===== src/rtl/slot_pkg.sv =====
// Shared definitions for the slot table and its dispatcher.
//   - default field widths, so the table and the dispatcher agree on layout
//   - slot status codes
//   - dispatcher FSM state encoding
package slot_pkg;

  localparam int unsigned DEF_INDEX_WIDTH    = 3;
  localparam int unsigned DEF_SRC_ADDR_WIDTH = 32;
  localparam int unsigned DEF_SRC_SIZE_WIDTH = 26;
  localparam int unsigned DEF_DST_ADDR_WIDTH = 32;
  localparam int unsigned DEF_DST_SIZE_WIDTH = 26;
  localparam int unsigned DEF_STATUS_WIDTH   = 2;
  localparam int unsigned DEF_PROFILE_WIDTH  = 32;

  localparam logic [1:0] SLOT_EMPTY     = 2'd0;
  localparam logic [1:0] SLOT_WAITING   = 2'd1;
  localparam logic [1:0] SLOT_EXECUTING = 2'd2;
  localparam logic [1:0] SLOT_DONE      = 2'd3;

  typedef enum logic [2:0] {
    ST_IDLE      = 3'd0,
    ST_FETCH     = 3'd1,
    ST_EXEC      = 3'd2,
    ST_WRITEBACK = 3'd3,
    ST_NEXT      = 3'd4
  } disp_state_t;

endpackage


===== src/rtl/dma_cmd_chan.sv =====
// One DMA command channel of the slot dispatcher (used once for MM2S, once
// for S2MM). Latches the command fields while the slot is fetched, raises
// valid during execution until the handshake, and remembers the completion
// pulse.
// Ports:
//   clk, rst_n           clock, async active-low reset
//   i_fetch              dispatcher is in FETCH: capture i_addr/i_size
//   i_arm                FETCH of a WAITING slot: clear accept/done flags
//   i_active             dispatcher is in EXEC
//   i_addr, i_size       table read data for this channel
//   i_ready, i_done      DMA command ready, one-cycle completion pulse
//   o_valid, o_addr, o_size  command to the DMA engine
//   o_finished           accepted and done, including events this cycle
module dma_cmd_chan #(
  parameter int unsigned ADDR_WIDTH = 32,
  parameter int unsigned SIZE_WIDTH = 26
) (
  input  logic                  clk,
  input  logic                  rst_n,
  input  logic                  i_fetch,
  input  logic                  i_arm,
  input  logic                  i_active,
  input  logic [ADDR_WIDTH-1:0] i_addr,
  input  logic [SIZE_WIDTH-1:0] i_size,
  input  logic                  i_ready,
  input  logic                  i_done,
  output logic                  o_valid,
  output logic [ADDR_WIDTH-1:0] o_addr,
  output logic [SIZE_WIDTH-1:0] o_size,
  output logic                  o_finished
);

  logic [ADDR_WIDTH-1:0] r_addr;
  logic [SIZE_WIDTH-1:0] r_size;
  logic                  r_accepted;
  logic                  r_done;
  logic                  w_accepted;
  logic                  w_done;

  assign o_valid    = i_active && !r_accepted;
  assign w_accepted = r_accepted || (o_valid && i_ready);
  assign w_done     = r_done || i_done;
  assign o_finished = w_accepted && w_done;
  assign o_addr     = r_addr;
  assign o_size     = r_size;

  always_ff @(posedge clk or negedge rst_n) begin
    if (!rst_n) begin
      r_addr     <= '0;
      r_size     <= '0;
      r_accepted <= 1'b0;
      r_done     <= 1'b0;
    end else begin
      if (i_fetch) begin
        r_addr <= i_addr;
        r_size <= i_size;
      end
      // A zero-length transfer has nothing to issue: treat it as already
      // accepted and completed so valid never rises on this channel.
      if (i_arm) begin
        r_accepted <= (i_size == '0);
        r_done     <= (i_size == '0);
      end else if (i_active) begin
        r_accepted <= w_accepted;
        r_done     <= w_done;
      end
    end
  end

endmodule


===== src/rtl/slot_dispatcher.sv =====
// Slot dispatcher: on start, walks every slot of the table in index order.
// WAITING slots are marked EXECUTING, a load and a store command are issued
// to the DMA engines, and once both complete the slot is written back DONE
// together with the number of EXEC cycles it took. Other slots are skipped.
// Ports:
//   clk, reset           clock, async active-low reset
//   start                begin a sweep (sampled in IDLE only)
//   busy, sweep_done     sweep in progress, one-cycle end-of-sweep pulse
//   rd_index, rd_*       table read select and combinational read data
//   wr_index, wr_status, set_status, wr_profile, set_profile  table writes
//   mm2s_cmd_*, s2mm_cmd_*  DMA command channels (valid/ready)
//   mm2s_done, s2mm_done one-cycle DMA completion pulses
//
// state     | meaning
// ----------+-------------------------------------------------------------
// IDLE      | waiting for start
// FETCH     | read slot idx, latch command fields, mark EXECUTING if WAITING
// EXEC      | commands outstanding; profile counter running
// WRITEBACK | write DONE and profile for slot idx
// NEXT      | advance idx, or finish the sweep after the last slot
module slot_dispatcher
  import slot_pkg::*;
#(
  parameter int unsigned INDEX_WIDTH    = DEF_INDEX_WIDTH,
  parameter int unsigned SRC_ADDR_WIDTH = DEF_SRC_ADDR_WIDTH,
  parameter int unsigned SRC_SIZE_WIDTH = DEF_SRC_SIZE_WIDTH,
  parameter int unsigned DST_ADDR_WIDTH = DEF_DST_ADDR_WIDTH,
  parameter int unsigned DST_SIZE_WIDTH = DEF_DST_SIZE_WIDTH,
  parameter int unsigned STATUS_WIDTH   = DEF_STATUS_WIDTH,
  parameter int unsigned PROFILE_WIDTH  = DEF_PROFILE_WIDTH
) (
  input  logic                      clk,
  input  logic                      reset,
  input  logic                      start,
  output logic                      busy,
  output logic                      sweep_done,
  output logic [INDEX_WIDTH-1:0]    rd_index,
  input  logic [SRC_ADDR_WIDTH-1:0] rd_src_addr,
  input  logic [SRC_SIZE_WIDTH-1:0] rd_src_size,
  input  logic [DST_ADDR_WIDTH-1:0] rd_des_addr,
  input  logic [DST_SIZE_WIDTH-1:0] rd_des_size,
  input  logic [STATUS_WIDTH-1:0]   rd_status,
  output logic [INDEX_WIDTH-1:0]    wr_index,
  output logic [STATUS_WIDTH-1:0]   wr_status,
  output logic                      set_status,
  output logic [PROFILE_WIDTH-1:0]  wr_profile,
  output logic                      set_profile,
  output logic                      mm2s_cmd_valid,
  input  logic                      mm2s_cmd_ready,
  output logic [SRC_ADDR_WIDTH-1:0] mm2s_cmd_addr,
  output logic [SRC_SIZE_WIDTH-1:0] mm2s_cmd_size,
  output logic                      s2mm_cmd_valid,
  input  logic                      s2mm_cmd_ready,
  output logic [DST_ADDR_WIDTH-1:0] s2mm_cmd_addr,
  output logic [DST_SIZE_WIDTH-1:0] s2mm_cmd_size,
  input  logic                      mm2s_done,
  input  logic                      s2mm_done
);

  localparam logic [STATUS_WIDTH-1:0] W_WAITING   = STATUS_WIDTH'(SLOT_WAITING);
  localparam logic [STATUS_WIDTH-1:0] W_EXECUTING = STATUS_WIDTH'(SLOT_EXECUTING);
  localparam logic [STATUS_WIDTH-1:0] W_DONE      = STATUS_WIDTH'(SLOT_DONE);

  disp_state_t              r_state;
  logic [INDEX_WIDTH-1:0]   r_idx;
  logic [PROFILE_WIDTH-1:0] r_prof;
  logic                     r_sweep_done;

  logic                     w_fetch;
  logic                     w_arm;
  logic                     w_exec;
  logic                     w_mm2s_fin;
  logic                     w_s2mm_fin;
  logic [PROFILE_WIDTH-1:0] w_prof_next;

  assign w_fetch = (r_state == ST_FETCH);
  assign w_arm   = w_fetch && (rd_status == W_WAITING);
  assign w_exec  = (r_state == ST_EXEC);

  // Profile counter sticks at all-ones rather than wrapping.
  assign w_prof_next = (r_prof == '1) ? r_prof : r_prof + PROFILE_WIDTH'(1);

  dma_cmd_chan #(
    .ADDR_WIDTH (SRC_ADDR_WIDTH),
    .SIZE_WIDTH (SRC_SIZE_WIDTH)
  ) u_mm2s (
    .clk        (clk),
    .rst_n      (reset),
    .i_fetch    (w_fetch),
    .i_arm      (w_arm),
    .i_active   (w_exec),
    .i_addr     (rd_src_addr),
    .i_size     (rd_src_size),
    .i_ready    (mm2s_cmd_ready),
    .i_done     (mm2s_done),
    .o_valid    (mm2s_cmd_valid),
    .o_addr     (mm2s_cmd_addr),
    .o_size     (mm2s_cmd_size),
    .o_finished (w_mm2s_fin)
  );

  dma_cmd_chan #(
    .ADDR_WIDTH (DST_ADDR_WIDTH),
    .SIZE_WIDTH (DST_SIZE_WIDTH)
  ) u_s2mm (
    .clk        (clk),
    .rst_n      (reset),
    .i_fetch    (w_fetch),
    .i_arm      (w_arm),
    .i_active   (w_exec),
    .i_addr     (rd_des_addr),
    .i_size     (rd_des_size),
    .i_ready    (s2mm_cmd_ready),
    .i_done     (s2mm_done),
    .o_valid    (s2mm_cmd_valid),
    .o_addr     (s2mm_cmd_addr),
    .o_size     (s2mm_cmd_size),
    .o_finished (w_s2mm_fin)
  );

  always_ff @(posedge clk or negedge reset) begin
    if (!reset) begin
      r_state      <= ST_IDLE;
      r_idx        <= '0;
      r_prof       <= '0;
      r_sweep_done <= 1'b0;
    end else begin
      r_sweep_done <= 1'b0;
      case (r_state)
        ST_IDLE: begin
          if (start) begin
            r_idx   <= '0;
            r_state <= ST_FETCH;
          end
        end
        ST_FETCH: begin
          if (rd_status == W_WAITING) begin
            r_prof  <= '0;
            r_state <= ST_EXEC;
          end else begin
            r_state <= ST_NEXT;
          end
        end
        ST_EXEC: begin
          r_prof <= w_prof_next;
          if (w_mm2s_fin && w_s2mm_fin) begin
            r_state <= ST_WRITEBACK;
          end
        end
        ST_WRITEBACK: begin
          r_state <= ST_NEXT;
        end
        ST_NEXT: begin
          if (r_idx == '1) begin
            r_sweep_done <= 1'b1;
            r_state      <= ST_IDLE;
          end else begin
            r_idx   <= r_idx + INDEX_WIDTH'(1);
            r_state <= ST_FETCH;
          end
        end
        default: begin
          r_state <= ST_IDLE;
        end
      endcase
    end
  end

  // Table strobes are decoded from the registered state so the table sees
  // them for a full cycle and captures at the following edge.
  always_comb begin
    busy        = (r_state != ST_IDLE);
    sweep_done  = r_sweep_done;
    rd_index    = r_idx;
    wr_index    = r_idx;
    wr_status   = '0;
    set_status  = 1'b0;
    wr_profile  = '0;
    set_profile = 1'b0;
    if (w_arm) begin
      set_status = 1'b1;
      wr_status  = W_EXECUTING;
    end else if (r_state == ST_WRITEBACK) begin
      set_status  = 1'b1;
      wr_status   = W_DONE;
      set_profile = 1'b1;
      wr_profile  = r_prof;
    end
  end

endmodule


===== config.mk =====
export PLATFORM = sky130hd
export DESIGN_NAME = slot_dispatcher
export DESIGN_NICKNAME = d
export VERILOG_FILES = /design/src/rtl/slot_pkg.sv /design/src/rtl/dma_cmd_chan.sv /design/src/rtl/slot_dispatcher.sv
export SDC_FILE = /design/constraint.sdc
export NUM_CORES = 1
export LEC_CHECK = 0
export BUFFER_PORTS_ARGS = -buffer_cell sky130_fd_sc_hd__buf_4
export CAP_MARGIN = 20
export CELL_PAD_IN_SITES_DETAIL_PLACEMENT = 1
export CELL_PAD_IN_SITES_GLOBAL_PLACEMENT = 1
export CORE_ASPECT_RATIO = 1.5
export CORE_MARGIN = 3
export CORE_UTILIZATION = 37
export CTS_CLUSTER_SIZE = 24
export DETAILED_ROUTE_END_ITERATION = 8
export GPL_TIMING_DRIVEN = 0
export HOLD_SLACK_MARGIN = 0.1
export PLACE_DENSITY = 0.85
export SLEW_MARGIN = 30
export SYNTH_ARGS = -nofsm -noshare
export SYNTH_HDL_FRONTEND = slang
export SYNTH_SLANG_ARGS = --single-unit

===== constraint.sdc =====
create_clock -name clk -period 3 [get_ports clk]
set_clock_uncertainty 0.15 [all_clocks]
set_input_delay 0.3 -clock clk [delete_from_list [all_inputs] [get_ports clk]]
set_output_delay 0.3 -clock clk [all_outputs]
set_load 0.05 [all_outputs]

==> impl_metrics.env, run 1 <==
export IMPL_status="finished, final reports clean"
export IMPL_drtIter0Drc=467
export IMPL_synthCells=585
export IMPL_placedCellCount=1125
export IMPL_synthesis_nets=713
export IMPL_power_frac_comb_pct=55.6
export IMPL_first_global_vias=7812
export IMPL_worst_pin_slew_ns=0.925
export IMPL_synth_avg_cell_area_sq_um=12.1
export IMPL_cp_data_arrival_time_ns=3.00
export IMPL_rrSetupSlack_ns=0.13
export IMPL_io_pins=287
export IMPL_hpwl_um=19700
export IMPL_cp_start_kind="flop"
export IMPL_cts_tree="built"
export IMPL_cts_made_buffers=17
export IMPL_rsz0062_at_grt="no"
export IMPL_final_cells=1279
export IMPL_yosys_area_top_type_share_pct=56.1
export IMPL_initial_core_util_pct=37.9
export IMPL_holdPathStages=4
export IMPL_clkPwrFrac_pct=15.9
export IMPL_fin_area_sq_um=11400
export IMPL_timing_fmax_mhz=349
export IMPL_whs_ns=0.150
export IMPL_synth_edf_count=0
export IMPL_die_area_sq_um=20900
export IMPL_p_total_mw=13.9
export IMPL_grt_max_degree=80
export IMPL_synth_seq_cells=159
export IMPL_vias=6855
export IMPL_synthTopCellsByCount="159 x dfrtp_1, 117 x mux2_2, 34 x and2_1"
export IMPL_ys_warn_count=0
export IMPL_fp_dieW_um=119
export IMPL_coreArea_sq_um=18700
export IMPL_clock_path_buffers=2
export IMPL_grt_pass1_wl_um=48100
export IMPL_worstSkewPairLatency_ns=0.42
export IMPL_ant_nets=0
export IMPL_maxSlewViolCount=0
export IMPL_p_int_mw=6.85
export IMPL_crit_fanout=10
export IMPL_clk_pin_slew_worst_paths_ns=0.07
export IMPL_drc_errors=0
export IMPL_grt_use_met2_pct=55.6
export IMPL_synth_cell_types=50
export IMPL_tns_ns=0
export IMPL_io_buffers=286
export IMPL_ys_flop_type="dfrtp_1"
export IMPL_seqPwrFrac_pct=28.5
export IMPL_rows=61
export IMPL_rr_worst_depth=7
export IMPL_drive_gt1_share_pct=45.1
export IMPL_busiest_layer="met2"
export IMPL_fin_crit_sh_pct=95.6
export IMPL_final_setup_worst_slack_ns=0.132
export IMPL_met3_usage_pct=8.92
export IMPL_met1_usage_pct=31.1
export IMPL_viasPerCell=5.36
export IMPL_die_h_um=176
export IMPL_drv_cap=0
export IMPL_wl_um=31800
export IMPL_cts_root_buf="clkbuf_16"
export IMPL_area_growth_pct=60.8
export IMPL_h_tree_depth=4
export IMPL_clock_sinks=159
export IMPL_critPathRequiredTime_ns=3.14
export IMPL_async_flop_share_pct=100
export IMPL_nNetsFinal=1138
export IMPL_power_share_switching_pct=50.7
export IMPL_cts_setup_buffers=0
export IMPL_post_place_ws_ns=0.0420
export IMPL_fin_util_pct=61.0
export IMPL_synth_top_area_cell="dfrtp_1"
export IMPL_ir_drop_v=0.000784
export IMPL_fill_cells=1950
export IMPL_place_congestion=0.859
export IMPL_placed_area_sq_um=9620
export IMPL_overflow=0
export IMPL_yosys_top_cells_area="dfrtp_1 56%, mux2_2 19%, and2_1 3.0%, o21ai_0 1.8%, nand4_1 1.7%"
export IMPL_wire_per_inst_um=24.9
export IMPL_first_pass_iters=4
export IMPL_worstHoldPathType="in2reg"
export IMPL_p_leak_nw=5.18
export IMPL_grt_usage_pct=30.4
export IMPL_crit_path_end_kind="flop"
export IMPL_multi_input_area_sq_um=2920
export IMPL_yosysSeqAreaShare_pct=56.1
export IMPL_synthMostInstantiatedCell="dfrtp_1"
export IMPL_slew_headroom_pct=37.7
export IMPL_power_density_nw_per_um2=1220
export IMPL_crit_type="reg2reg"
export IMPL_seqCellArea_sq_um=3980
export IMPL_layout_min_cycle_time_ns=2.87
export IMPL_antenna_found_initial=4
export IMPL_synth_area_sq_um=7090
export IMPL_switchingPower_mw=7.05
export IMPL_setup_viol=0
export IMPL_hold_violations=0
## critical path, cell delays in order (launching register included)
cell,delay (ns)
dfrtp_1,0.32
clkbuf_1,0.29
nand4_1,0.27
nor4_1,0.76
clkbuf_1,0.45
a31oi_1,0.17
o31ai_1,0.22
o31ai_1,0.10
## layer usage
metal	share of wire, %	vias to the layer above	routed length, um
met4	5.1	0	1630
met1	35	3433	11100
met3	6.7	91	2120
met5	0	-	0
li1	-	3013	-
met2	53	318	17000
## kinds of logic after synthesis
family                   Yosys count  share of synthesized area (%)
flip-flops                       159                           56.1
multiplexers                     118                           18.7
AND/OR/NAND/NOR                  163                           13.4
AO/OA/AOI/OAI                     96                           8.43
adder cells (fa/ha/maj)            3                          0.529
buffers and inverters             46                           2.84
## cells in the final DEF (no fill, tap or decap), types with 17 or more instances in the layout
cell	instances
nor4_1	18
mux2_2	117
clkbuf_1	22
and2_1	34
clkbuf_16	17
dlygate4sd3_1	118
dfrtp_1	159
o21ai_0	26
buf_4	290
nand4_1	19
nor2_1	18
nand2_1	20
## power by group through the flow
stage	combinational [mW]	clock [mW]	sequential [mW]
after floorplan	2.14	0	6.53
after global placement	7.20	0	3.70
after detailed placement	7.35	0	3.80
after CTS	7.51	2.23	3.79
after global routing	8.01	2.34	4.05
final	7.72	2.21	3.97
## sequential cells by signal, summed over array words and instances, names as in the netlist
signal and count:
u_s2mm.o_size 26, u_mm2s.r_accepted 1, u_mm2s.r_done 1, sweep_done 1, u_s2mm.r_done 1, u_mm2s.o_size 26
u_s2mm.r_accepted 1, u_s2mm.o_addr 32, u_mm2s.o_addr 32, rd_index 3, r_state 3, r_prof 32
## worst paths after layout
kind,startpoint,endpoint
hold / removal,mm2s_cmd_ready,u_mm2s.r_accepted$_DFFE_PN0N_
hold reg to reg,u_mm2s.r_done$_DFFE_PN0N_,u_mm2s.r_done$_DFFE_PN0N_
min in group asynchronous,reset,r_prof[0]$_DFFE_PN0P_
setup / recovery,r_prof[12]$_DFFE_PN0P_,r_prof[27]$_DFFE_PN0P_
max in group asynchronous,reset,u_mm2s.o_size[13]$_DFFE_PN0P_
setup reg to reg,r_prof[12]$_DFFE_PN0P_,r_prof[27]$_DFFE_PN0P_
## what timing repair did
action	CTS	global route
hold buffers	118	0
endpoints found under the setup margin	0	15
gates resized for setup	0	1
endpoints found under the hold margin	200	0
## cell type report
type	count	area share, %
sequential	159	34.9
timing repair buffer	406	29.7
multi-input combinational	380	25.6
clock buffer	18	3.76
tap	252	2.76
buffer	39	1.54
clock inverter	14	1.40
inverter	7	0.230
antenna	4	0.0878
Note: power is estimated with default switching activity, not from simulation.
==> run 2: changes to the inputs <==
- PLACE_DENSITY: 0.85 -> default
- PLACE_DENSITY_LB_ADDON: default -> 0.1
==> impl_metrics.env, run 2 (synthesized netlist as in run 1, its figures left out) <==
export IMPL_clock_sinks=159
export IMPL_nNetsFinal=1136
export IMPL_clkPwrFrac_pct=16.7
export IMPL_io_pins=287
export IMPL_wl_um=29700
export IMPL_ir_drop_v=0.000842
export IMPL_coreArea_sq_um=18700
export IMPL_slew_headroom_pct=44.2
export IMPL_whs_ns=0.127
export IMPL_worst_path_buf_inv=4
export IMPL_p_leak_nw=5.18
export IMPL_power_frac_comb_pct=55.2
export IMPL_placedCellCount=1124
export IMPL_rsz0062_at_grt="no"
export IMPL_rrSetupSlack_ns=0.31
export IMPL_post_place_ws_ns=0.103
export IMPL_r2r_start="r_prof[12]$_DFFE_PN0P_"
export IMPL_tns_ns=0
export IMPL_timing_fmax_mhz=359
export IMPL_status="finished, final reports clean"
export IMPL_io_buffers=286
export IMPL_cts_tree="built"
export IMPL_seqPwrFrac_pct=28.1
export IMPL_power_share_switching_pct=49.2
export IMPL_reg2reg_to="r_prof[27]$_DFFE_PN0P_"
export IMPL_maxSlewViolCount=0
export IMPL_fin_crit_sh_pct=92.9
export IMPL_grt_max_degree=82
export IMPL_hold_violations=0
export IMPL_worstSkewPairLatency_ns=0.42
export IMPL_drive_gt1_share_pct=45.2
export IMPL_path_cells="inv_2, and3_1, clkbuf_1, clkbuf_1, and2_1, buf_4"
export IMPL_worstHoldPathType="in2reg"
export IMPL_first_global_vias=7699
export IMPL_holdPathStages=4
export IMPL_crit_fanout=11
export IMPL_switchingPower_mw=6.79
export IMPL_fp_dieW_um=119
export IMPL_cp_start_kind="flop"
export IMPL_crit_path_max_incr_delay_ns=0.46
export IMPL_holdPathEnd="r_state[0]$_DFFE_PN0P_"
export IMPL_crit_type="reg2out"
export IMPL_cts_root_buf="clkbuf_16"
export IMPL_worst_pin_slew_ns=0.833
export IMPL_clock_path_buffers=2
export IMPL_critPathRequiredTime_ns=2.55
export IMPL_layout_min_cycle_time_ns=2.79
export IMPL_grt_pass1_wl_um=45300
export IMPL_grt_usage_pct=28.2
export IMPL_clk_pin_slew_worst_paths_ns=0.06
export IMPL_dr_max_layer_used="met4"
export IMPL_cts_made_buffers=17
export IMPL_cp_data_arrival_time_ns=2.34
export IMPL_final_cells=1274
export IMPL_wl_met1_um=9860
export IMPL_rows=61
export IMPL_crit_top_cell="clkbuf_1"
export IMPL_setup_viol=0
export IMPL_mostFrequentLayoutCell="buf_4"
export IMPL_dr_wl_met3_um=1890
export IMPL_rr_worst_depth=7
export IMPL_die_area_sq_um=20900
export IMPL_path_delay_family="buffers and inverters"
export IMPL_drtIter0Drc=301
export IMPL_h_tree_depth=4
export IMPL_crit_path_end_kind="primary output"
export IMPL_die_h_um=176
export IMPL_crit_slowest_cell="dfrtp_1"
export IMPL_hp_start="start"
export IMPL_viasPerCell=5.26
export IMPL_wire_per_inst_um=23.3
export IMPL_vias=6699
export IMPL_ant_nets=0
export IMPL_area_growth_pct=60.6
export IMPL_mostFrequentLayoutCells="290 x buf_4, 159 x dfrtp_1, 117 x mux2_2, 117 x dlygate4sd3_1, 34 x and2_1"
export IMPL_overflow=0
export IMPL_drc_errors=0
export IMPL_first_pass_iters=4
export IMPL_power_density_nw_per_um2=1210
export IMPL_antenna_found_initial=1
export IMPL_final_setup_worst_slack_ns=0.213
export IMPL_initial_core_util_pct=37.9
export IMPL_hpwl_um=19100
export IMPL_p_int_mw=7.01
export IMPL_place_congestion=0.826
export IMPL_drv_cap=0
export IMPL_met2_length_um=16400
## run 2: changes by cell type in the layout (fill, tap and decap cells not counted), moves of 2 or more
cell	delta
clkinv_4	+3
bufinv_16	+2
diode_2	-3
inv_8	-3
clkinv_8	-3
## run 2: worst reg2reg max path, stage by stage, from the launching register on
cell and delay (ns):
dfrtp_1 0.33, clkbuf_1 0.30, nand4_1 0.27, nor4_2 0.57, clkbuf_1 0.45, a31oi_1 0.15, o31ai_1 0.23, o31ai_1 0.11
## run 2: how the worst max path moves through the flow
stage	depth (start not counted)	slack (ns)	to	start
6_report	6	0.21	wr_profile[23]	r_state[2]$_DFFE_PN0P_
5_1_grt	6	0.07	s2mm_cmd_valid	r_state[1]$_DFFE_PN0P_
4_1_cts	7	0.06	r_prof[27]$_DFFE_PN0P_	r_prof[12]$_DFFE_PN0P_
3_5_place_dp	7	0.10	r_prof[27]$_DFFE_PN0P_	r_prof[12]$_DFFE_PN0P_
3_3_place_gp	7	0.21	r_prof[27]$_DFFE_PN0P_	r_prof[12]$_DFFE_PN0P_
2_1_floorplan	5	0.59	wr_profile[22]	r_state[2]$_DFFE_PN0P_
## run 2: cell type report
| class | count | area (sq um) |
|---|---|---|
| antenna | 1 | 2.50 |
| buffer | 39 | 175 |
| clock buffer | 18 | 439 |
| clock inverter | 14 | 173 |
| fill | 1938 | 7310 |
| inverter | 7 | 26.3 |
| multi-input combinational | 380 | 2930 |
| sequential | 159 | 3980 |
| tap | 252 | 315 |
| timing repair buffer | 404 | 3350 |
## run 2: routing by layer
layer | vias up | global-route usage [%]
li1 | 2993 | -
met1 | 3361 | 27.3
met2 | 264 | 53.5
met3 | 81 | 8.12
met4 | 0 | 14.7
met5 | - | 0
## run 2: what timing repair did
item | CTS | global route
setup buffers | 0 | 0
endpoints found under the setup margin | 0 | 3
gates resized for setup | 0 | 2
hold endpoints to repair | 194 | 0
hold buffers | 117 | 0
## run 2: per-stage QoR
stage / power (mW) / cell area, sq um / util (%)
detailed placement: 11.2 / 9590 / 51.3
global placement: 10.9 / 9560 / 51.1
floorplan: 8.67 / 7090 / -
global route: 14.3 / 11400 / 60.9
finish: 13.8 / 11400 / 60.9
CTS: 13.6 / 11400 / 60.8
## run 2: power by group through the flow
stage | clock, mW | sequential [mW] | combinational, mW
after floorplan | 0 | 6.53 | 2.14
after global placement | 0 | 3.72 | 7.19
after detailed placement | 0 | 3.80 | 7.36
after CTS | 2.31 | 3.78 | 7.50
after global routing | 2.43 | 3.98 | 7.93
final | 2.30 | 3.87 | 7.62
==> run 3: changes to the inputs <==
- MAX_ROUTING_LAYER: default -> met4
==> impl_metrics.env, run 3 (synthesized netlist as in run 1, its figures left out) <==
export IMPL_p_total_mw=13.8
export IMPL_cp_start_kind="flop"
export IMPL_critPathRequiredTime_ns=2.55
export IMPL_setup_viol=0
export IMPL_p_leak_nw=5.18
export IMPL_cp_data_arrival_time_ns=2.34
export IMPL_area_growth_pct=60.6
export IMPL_drc_errors=0
export IMPL_drtIter0Drc=301
export IMPL_worstSkewPairLatency_ns=0.42
export IMPL_viasPerCell=5.26
export IMPL_clkPwrFrac_pct=16.7
export IMPL_hpwl_um=19100
export IMPL_cts_root_buf="clkbuf_16"
export IMPL_crit_path_max_incr_delay_ns=0.46
export IMPL_slew_headroom_pct=45.0
export IMPL_clk_pin_slew_worst_paths_ns=0.06
export IMPL_ant_nets=0
export IMPL_die_area_sq_um=20900
export IMPL_rows=61
export IMPL_die_h_um=176
export IMPL_coreArea_sq_um=18700
export IMPL_worstHoldPathType="in2reg"
export IMPL_cts_made_buffers=17
export IMPL_layout_min_cycle_time_ns=2.79
export IMPL_worst_pin_slew_ns=0.821
export IMPL_fin_area_sq_um=11400
export IMPL_seqPwrFrac_pct=28.1
export IMPL_switchingPower_mw=6.79
export IMPL_wl_um=29700
export IMPL_grt_max_degree=82
export IMPL_maxSlewViolCount=0
export IMPL_crit_fanout=11
export IMPL_wire_per_inst_um=23.3
export IMPL_power_frac_comb_pct=55.2
export IMPL_vias=6705
export IMPL_fp_dieW_um=119
export IMPL_ir_drop_v=0.000843
export IMPL_nNetsFinal=1136
export IMPL_grt_pass1_wl_um=45200
export IMPL_cts_setup_buffers=0
export IMPL_io_pins=287
export IMPL_crit_path_end_kind="primary output"
export IMPL_crit_slowest_cell="dfrtp_1"
export IMPL_mostFrequentLayoutCells="290 x buf_4, 159 x dfrtp_1, 117 x mux2_2, 117 x dlygate4sd3_1, 34 x and2_1"
export IMPL_clock_sinks=159
export IMPL_overflow=0
export IMPL_place_congestion=0.838
export IMPL_drv_cap=0
export IMPL_rsz0062_at_grt="no"
export IMPL_antenna_found_initial=1
export IMPL_initial_core_util_pct=37.9
export IMPL_clock_path_buffers=2
export IMPL_first_pass_iters=4
export IMPL_crit_top_cell="clkbuf_1"
export IMPL_placed_area_sq_um=9590
export IMPL_fill_cells=1938
export IMPL_power_density_nw_per_um2=1210
export IMPL_mostFrequentLayoutCell="buf_4"
export IMPL_path_delay_family="buffers and inverters"
export IMPL_whs_ns=0.129
export IMPL_first_global_vias=7699
export IMPL_tns_ns=0
export IMPL_path_cells="inv_2, and3_1, clkbuf_1, clkbuf_1, and2_1, buf_4"
export IMPL_fin_crit_sh_pct=93.1
export IMPL_h_tree_depth=4
export IMPL_status="finished, final reports clean"
export IMPL_timing_fmax_mhz=358
export IMPL_worst_path_buf_inv=4
export IMPL_crit_type="reg2out"
export IMPL_p_int_mw=7.01
export IMPL_cts_tree="built"
export IMPL_grt_usage_pct=29.1
export IMPL_power_share_switching_pct=49.2
export IMPL_hold_violations=0
export IMPL_drive_gt1_share_pct=45.2
export IMPL_io_buffers=286
==> run 3: final timing paths <==
| path | startpoint | end | slack [ns] | cells after the start |
|---|---|---|---|---|
| worst max-delay path | r_state[2]$_DFFE_PN0P_ | wr_profile[23] | 0.21 | 6 |
| worst min-delay path | start | r_state[0]$_DFFE_PN0P_ | 0.13 | 4 |
| worst max register to register | r_prof[12]$_DFFE_PN0P_ | r_prof[27]$_DFFE_PN0P_ | 0.29 | 7 |
| worst min register to register | u_s2mm.r_done$_DFFE_PN0N_ | u_s2mm.r_done$_DFFE_PN0N_ | 0.35 | 1 |
| max in group asynchronous | reset | u_mm2s.o_addr[16]$_DFFE_PN0P_ | 1.53 | 3 |
| min in group asynchronous | reset | u_mm2s.o_size[8]$_DFFE_PN0P_ | 0.32 | 2 |
==> run 3: per-layer routing <==
metal  routed length, um  track usage, %  share of wire (%)
met1               10100            27.9                 34
met2               16400            53.5                 55
met3                1710            7.57                5.7
met4                1550            14.4                5.2
met5                   0               -                  0
==> run 3: stage by stage <==
step | worst slack [ns] | instances | util (%)
floorplan | 0.588 | 585 | -
global placement | 0.209 | 1123 | 51.1
detailed placement | 0.103 | 1124 | 51.3
CTS | 0.0590 | 1273 | 60.8
global route | 0.0731 | 1274 | 60.9
finish | 0.206 | 1274 | 60.9
==> run 3: power by group through the flow <==
stage / clock network [mW] / registers [mW] / logic [mW]
detailed placement: 0 / 3.80 / 7.36
floorplan: 0 / 6.53 / 2.14
global placement: 0 / 3.72 / 7.19
finish: 2.30 / 3.88 / 7.62
global route: 2.43 / 3.98 / 7.93
CTS: 2.31 / 3.78 / 7.50
==> run 3: worst min-delay path: stages <==
cell     delay (ns)
buf_4          0.09
mux2_2         0.13
a21oi_1        0.05
nor2_1         0.08
==> run 3: area by class of cell <==
| type | instances | area [sq um] | area share (%) |
|---|---|---|---|
| sequential | 159 | 3980 | 34.9 |
| timing repair buffer | 404 | 3350 | 29.4 |
| multi-input combinational | 380 | 2930 | 25.7 |
| clock buffer | 18 | 439 | 3.86 |
| tap | 252 | 315 | 2.77 |
| buffer | 39 | 175 | 1.54 |
| clock inverter | 14 | 173 | 1.52 |
| inverter | 7 | 26.3 | 0.231 |
| antenna | 1 | 2.50 | 0.0220 |
==> run 3: what timing repair did <==
| item | in CTS | in global routing |
|---|---|---|
| gates resized for setup | 0 | 2 |
| endpoints found under the setup margin | 0 | 3 |
| endpoints found under the hold margin | 194 | 0 |
| hold buffers | 117 | 0 |
